### config.mk
export PLATFORM = sky130hd
export DESIGN_NAME = instruction_fetch
export DESIGN_NICKNAME = d
export VERILOG_FILES = /design/src/rtl/instruction_fetch_pkg.sv /design/src/rtl/instruction_fetch_pc_sel.sv /design/src/rtl/instruction_fetch.sv
export SDC_FILE = /design/constraint.sdc
export NUM_CORES = 1
export LEC_CHECK = 0
export ABC_AREA = 1
export CAP_MARGIN = 40
export CELL_PAD_IN_SITES_DETAIL_PLACEMENT = 2
export CELL_PAD_IN_SITES_GLOBAL_PLACEMENT = 2
export CORE_MARGIN = 2
export CORE_UTILIZATION = 17
export CTS_CLUSTER_SIZE = 20
export DETAILED_ROUTE_END_ITERATION = 8
export MAX_ROUTING_LAYER = met4
export PLACE_DENSITY = 0.82
export SLEW_MARGIN = 20
export SYNTH_ARGS = -nofsm -noshare
export SYNTH_HDL_FRONTEND = slang
export SYNTH_SLANG_ARGS = --single-unit
### constraint.sdc
create_clock -name clk -period 1.5 [get_ports clk]
set_input_delay 0.225 -clock clk [delete_from_list [all_inputs] [get_ports clk]]
set_output_delay 0.225 -clock clk [all_outputs]
set_load 0.02 [all_outputs]
### src/rtl/instruction_fetch_pkg.sv
// Shared definitions for the fetch front end: widths, the NOP encoding and the fetch FSM states.
package MusaPkg;

  localparam int ADDR_W  = 13;
  localparam int INSTR_W = 32;
  localparam logic [INSTR_W-1:0] NOP = 32'h0;

  typedef enum logic [1:0] {
    ST_BOOT = 2'd0,
    ST_RUN  = 2'd1,
    ST_HALT = 2'd2
  } fetch_state_e;

endpackage

### src/rtl/instruction_fetch_pc_sel.sv
// Next-pc select. The chosen address is presented to memory and also becomes the next pc,
// so memory data always lines up with the registered pc one cycle later.
module FetchPcSel
  import MusaPkg::*;
#(
  parameter int AW = MusaPkg::ADDR_W
) (
  input  fetch_state_e  state_i,
  input  logic [AW-1:0] pc_i,
  input  logic [AW-1:0] reset_pc_i,
  input  logic          branch_taken_i,
  input  logic [AW-1:0] branch_target_i,
  input  logic          stall_i,
  output logic [AW-1:0] next_pc_o
);

  // Priority: branch > stall > halt hold > increment; BOOT ignores redirects.
  always_comb begin
    next_pc_o = pc_i + AW'(1);
    case (state_i)
      ST_BOOT: next_pc_o = reset_pc_i;
      ST_HALT: next_pc_o = branch_taken_i ? branch_target_i : pc_i;
      ST_RUN: begin
        if (branch_taken_i)  next_pc_o = branch_target_i;
        else if (stall_i)    next_pc_o = pc_i;
        else                 next_pc_o = pc_i + AW'(1);
      end
      default: next_pc_o = reset_pc_i;
    endcase
  end

endmodule

### src/rtl/instruction_fetch.sv
// Instruction fetch stage: sequential fetch from a one-cycle-latency memory with stall hold,
// branch redirect with wrong-path squash, halt/resume, and a delivered-instruction counter.
//
// state | meaning
// BOOT  | after reset; presenting RESET_PC, nothing valid yet
// RUN   | pc's word is on imem_data and offered to decode
// HALT  | fetch stopped; pc held on imem_addr so resume needs no bubble
module instruction_fetch
  import MusaPkg::*;
#(
  parameter int                ADDR_W   = MusaPkg::ADDR_W,
  parameter logic [ADDR_W-1:0] RESET_PC = '0
) (
  input  logic                        clk,
  input  logic                        rst_n,
  output logic [ADDR_W-1:0]           imem_addr,
  input  logic [MusaPkg::INSTR_W-1:0] imem_data,
  input  logic                        fetch_en,
  input  logic                        stall,
  input  logic                        branch_taken,
  input  logic [ADDR_W-1:0]           branch_target,
  output logic [MusaPkg::INSTR_W-1:0] if_instr,
  output logic [ADDR_W-1:0]           if_pc,
  output logic                        if_valid,
  output logic [15:0]                 fetch_count
);

  fetch_state_e      state_q, state_d;
  logic [ADDR_W-1:0] pc_q, pc_d;
  logic [15:0]       fetch_count_q;
  logic              deliver;

  FetchPcSel #(.AW(ADDR_W)) u_pc_sel (
    .state_i         (state_q),
    .pc_i            (pc_q),
    .reset_pc_i      (RESET_PC),
    .branch_taken_i  (branch_taken),
    .branch_target_i (branch_target),
    .stall_i         (stall),
    .next_pc_o       (pc_d)
  );

  always_comb begin
    state_d  = state_q;
    if_valid = 1'b0;
    case (state_q)
      ST_BOOT: state_d = fetch_en ? ST_RUN : ST_HALT;
      ST_RUN: begin
        if (!branch_taken) begin
          if_valid = 1'b1;
          // A stalled instruction must still be handed over before halting.
          if (!fetch_en && !stall) state_d = ST_HALT;
        end
      end
      ST_HALT: if (branch_taken || fetch_en) state_d = ST_RUN;
      default: state_d = ST_BOOT;
    endcase
  end

  assign imem_addr   = pc_d;
  assign if_instr    = if_valid ? imem_data : NOP;
  assign if_pc       = pc_q;
  assign deliver     = if_valid & ~stall;
  assign fetch_count = fetch_count_q;

  always_ff @(posedge clk or negedge rst_n) begin
    if (!rst_n) begin
      state_q       <= ST_BOOT;
      pc_q          <= RESET_PC;
      fetch_count_q <= '0;
    end else begin
      state_q <= state_d;
      pc_q    <= pc_d;
      if (deliver) fetch_count_q <= fetch_count_q + 16'd1;
    end
  end

endmodule

# == After elaboration in Yosys (flattened, before gate mapping) ==
# Cells that the tools add are included.
# word_totals
word_cells,30
out_inout_bits,75
mem_bits_ro,0
in_bits,50
ramBits,0
regBits,31
mem_count,0
latchBits,0
# classes
bitwise_logic,2
add_sub_neg,2
eq_ne,5
n_mul,0
n_mux,12
n_reduce_logical,6
n_shift,0
order_cmp,0
div,0
# ops
operator,n
13-bit 2-to-1 mux,3
32-bit 2-to-1 mux,1
13-bit case mux with 2 select lines,1
"16-bit by 1-bit adder with 16-bit output, second input constant",1
"13-bit by 1-bit adder with 13-bit output, second input constant",1
2-bit 2-to-1 mux,4
"2-bit inequality test, second input constant",3
2-bit case mux with 3 select lines,1
3-bit AND reduction,1
"2-bit by 1-bit equality test with 1-bit output, second input constant",1
"2-bit equality test, second input constant",1
1-bit logical NOT,2
2-bit logical NOT,1
1-bit 2-to-1 mux,2
1-bit AND,1
1-bit logical AND,1
1-bit logical OR,1
1-bit inverter,1

# == Depth between registers and ports, before layout ==
# depth
depth_word,5
mapped_depth,9

# == Cells and area by module ==
# A second synthesis with hierarchy kept.
# hier_totals
hier_cells,374
hier_area_um2,2402.3
# by_module_without_submodules
module,area_per_inst_um2,cells_each,instances
instruction_fetch,1620.3,218,1
FetchPcSel,782.0,156,1

# == Worst setup path after synthesis ==
# Ideal clock, no wire load.
# synth_path
path_type,flip-flop to output port
startpoint,register pc_q[0] (netlist: if_pc[0])
endpoint,output imem_addr[8]
t_required_ns,1.275
arrival_time_ns,1.617
path_stages_with_launch,8
path_slack_ns,-0.342
n_path_buf,0
cell_sequence,dfrtp_1 -> ha_1 -> nand3_1 -> nor2_4 -> nand2_1 -> nand2_1 -> nand3_1 -> a21oi_1
# synth_between
elab_chain_len,4
# synth_rtl
item,line,text
"start, declared",instruction_fetch.sv:29,"logic [ADDR_W-1:0] pc_q, pc_d;"
"start signal, assigned",instruction_fetch.sv:73,pc_q <= pc_d;
13-bit by 1-bit adder with 13-bit output,instruction_fetch_pc_sel.sv:26,else next_pc_o = pc_i + AW'(1);
13-bit 2-to-1 mux,instruction_fetch_pc_sel.sv:25,else if (stall_i) next_pc_o = pc_i;
13-bit 2-to-1 mux,instruction_fetch_pc_sel.sv:24,if (branch_taken_i) next_pc_o = branch_target_i;
13-bit case mux with 2 select lines,instruction_fetch_pc_sel.sv:20,case (state_i)
"end, declared",instruction_fetch.sv:16,"output logic [ADDR_W-1:0] imem_addr,"
# Every way passes these cells.

# == Worst setup path after layout ==
# layout_path
startpoint,register state_q[1]
endpoint,output if_instr[5] in the netlist's numbering
# layout_between
elab_chain_len,3
# layout_rtl
item,line,text
"start, declared",instruction_fetch.sv:28,"fetch_state_e state_q, state_d;"
"start signal, assigned",instruction_fetch.sv:72,state_q <= state_d;
2-bit by 1-bit equality test with 1-bit output,instruction_fetch.sv:46,case (state_q)
1-bit 2-to-1 mux,instruction_fetch.sv:46,
32-bit 2-to-1 mux,instruction_fetch.sv:61,assign if_instr = if_valid ? imem_data : NOP;
"end, declared",instruction_fetch.sv:22,"output logic [MusaPkg::INSTR_W-1:0] if_instr,"
# Every way passes these cells.

==> results.yml <==
floorplanning:
  start_util: 0.172
  core_region_area_sq_um: 13100
  die_w_um: 119
  die_y_um: 119
  rows: 42
  die_area_sq_um: 14200
  io_pins: 125
yosys:
  ys_warn_count: 0
  synth.distinct_cells: 30
  syn-cell-area_sq_um: 2250
  syn_avg_cell_area_sq_um: 6.71
  synthesis.nets: 391
  ys_ff_latch: 31
  syn_inst: 336
  ys_seq_area_frac: 0.344
timing:
  max_freq_ghz: 0.513
  drv_slew: 0
  setup_viol: 61
  relSlewSlack: 0.716
  period_minus_slack_ns: 1.95
  worst_clock_skew_ns: 0.00421
  setup_ws_ns: -0.451
  worst_slew_pin_slew_ns: 0.423
  period_share: 1.30
  hold_slack_ns: 0.312
  rsz0062_at_grt: "yes"
  setup_tns_ns: -19.05
  finalHoldViolations: 0
grt:
  grt_pass1_vias: 3574
  grt_max_degree: 32
  overflow: 0
  antenna_found_initial: 1
  grt_first_pass_wirelength_um: 20700
  track_usage: 0.192
worst_setup_path:
  worstRegToRegCells: 11
  crit_type: "reg2out"
  worstPathArrival_ns: 1.73
  cp-end-kind: "primary output"
  required_ns: 1.27
  cp_max_fo: 7
  critPathLaunchType: "flop"
outcome:
  failed_checks: "setup timing"
  outcome: "finished, violations left"
cts:
  cts_buffer_depth: 2
  cts_root_buf: "clkbuf_16"
  insertion_delay_ns: 0.29
  htree_levels: 2
  hold_buffers: 0
  cts_tree: "done"
  clkTransAtPathRegs_ns: 0.06
  clkSinkCount: 31
  cts_buffers: 5
placement:
  gp_congestion: 0.797
  dp_hpwl_um: 9220
  port_buffers: 124
detailed_routing:
  drcViolationCount: 0
  drt_wl_total_um: 13100
  viasPerCell: 4.35
  drtAntennaViolNets: 0
  drt-pass1-iter-count: 4
  detail_route.wl_per_cell_um: 18.5
  vias: 3078
  initialDrtViolationCount: 74
pwr:
  vdd_ir_drop_max_uv: 630
  p_per_area_nw_per_um2: 1320
  p_leak_nw: 2.40
job:
  maxCapViolations: 0
hold_path:
  hold_class: "in2async"
finish:
  area_growth_pct: 134
  drive_gt1_frac: 0.460
  final_nets: 584
[placed cells by master (no fill, tap or decap), types with 6 or more instances in the layout]
cell type | synthesis | routed
dfrtp_1 | 31 | 22
nand3_1 | 26 | 17
nand3_2 | 0 | 8
buf_12 | 0 | 12
nand4_1 | 7 | 7
nor2_2 | 3 | 7
inv_1 | 65 | 58
dfrtp_2 | 0 | 9
nor2_1 | 54 | 14
dlygate4sd2_1 | 0 | 31
nand2_1 | 61 | 51
nand2_2 | 2 | 7
buf_4 | 0 | 42
nor2_4 | 3 | 39
o21ai_1 | 1 | 6
buf_6 | 2 | 59
clkdlybuf4s50_1 | 0 | 47
o21ai_0 | 14 | 9
or2_4 | 0 | 6
xor2_1 | 9 | 8
a21oi_4 | 0 | 11
[Yosys cell counts]
master / count / share of area
a211oi_1: 1 / 0.0033
nor2_2: 3 / 0.0083
xnor2_1: 3 / 0.012
nand2_2: 2 / 0.0055
inv_2: 1 / 0.0017
o22ai_1: 1 / 0.0028
xor2_1: 9 / 0.035
nor3_1: 4 / 0.0089
dfrtp_1: 31 / 0.34
nand3b_1: 1 / 0.0033
clkbuf_1: 6 / 0.010
o21ai_1: 1 / 0.0022
a21oi_1: 17 / 0.038
nand4_1: 7 / 0.019
nand3_1: 26 / 0.058
o21ai_0: 14 / 0.031
inv_1: 65 / 0.11
a32oi_1: 2 / 0.0078
inv_4: 1 / 0.0028
nor3_2: 2 / 0.0089
buf_2: 1 / 0.0022
nand2_1: 61 / 0.10
nor2_1: 54 / 0.090
nor2_4: 3 / 0.015
buf_6: 2 / 0.010
mux2i_1: 3 / 0.013
or2_2: 8 / 0.022
a31oi_1: 1 / 0.0028
nand2_4: 1 / 0.0050
ha_1: 5 / 0.028
[state kept, by name, summed over array words and instances (netlist names)]
register and cells:
if_pc 13, fetch_count 16, state_q 2
[per-layer routing]
layer	GRT usage	up-vias	routed length, um
li1	-	1425	-
met1	0.209	1543	5130
met2	0.360	100	7050
met3	0.0402	10	746
met4	0.0387	0	145
met5	-	-	0
[power by group]
group | total [mW] | internal, mW | switching, mW
Combinational | 4.65 | 2.23 | 2.43
Clock | 1.03 | 0.613 | 0.421
Sequential | 1.25 | 1.02 | 0.232
[critical path, cell delays in order, from the launching register on]
cell and delay, ns:
dfrtp_1 0.42, inv_2 0.11, ha_4 0.20, nand2_8 0.08, buf_12 0.15, buf_12 0.15, buf_12 0.12, nor2_4 0.07
buf_6 0.12
[per-stage QoR]
| stage | instance area, sq um | setup WS [ns] | utilization | std cells | power, mW |
|---|---|---|---|---|---|
| 4_1_cts | 5140 | -0.457 | 0.393 | 701 | 6.77 |
| 6_report | 5270 | -0.451 | 0.403 | 707 | 6.94 |
| 2_1_floorplan | 2590 | -0.0188 | - | 336 | 3.16 |
| 3_3_place_gp | 4380 | -0.896 | 0.334 | 673 | 4.90 |
| 5_1_grt | 5270 | -0.526 | 0.403 | 707 | 7.32 |
| 3_5_place_dp | 4380 | -0.980 | 0.334 | 673 | 5.02 |
[cell type report]
| class | count | area [sq um] |
|---|---|---|
| tap | 176 | 220 |
| clock buffer | 6 | 129 |
| antenna | 1 | 2.50 |
| inverter | 67 | 270 |
| timing repair buffer | 195 | 2020 |
| clock inverter | 2 | 12.5 |
| multi-input combinational | 229 | 1830 |
| sequential | 31 | 787 |
| fill | 1405 | 7820 |
[final timing paths]
kind / slack [ns] / endpoint / from
worst max-delay path: -0.45 / if_instr[5] / state_q[1]
worst min-delay path: 0.31 / fetch_count[12] / rst_n
worst max register to register: -0.28 / fetch_count[10] / state_q[1]
worst min register to register: 0.53 / fetch_count[14] / fetch_count[14]
max in group asynchronous: 0.98 / if_pc[0] / rst_n
min in group clk: 0.53 / fetch_count[14] / fetch_count[14]
[cell families after synthesis]
kind of cell             synth area share
XOR/XNOR                           0.0466
flip-flops                          0.344
buffers and inverters               0.135
multiplexers                       0.0133
AO/OA/AOI/OAI                      0.0877
adder cells (fa/ha/maj)            0.0277
AND/OR/NAND/NOR                     0.346
[repair_timing]
| item | 4_1_cts | 5_1_grt |
|---|---|---|
| resized for setup | 397 | 32 |
| cloned | 2 | 0 |
| setup buffers | 20 | 11 |
| pin swaps | 24 | 26 |
| setup endpoints to repair | 88 | 66 |
Note: power is estimated with default switching activity, not from simulation.
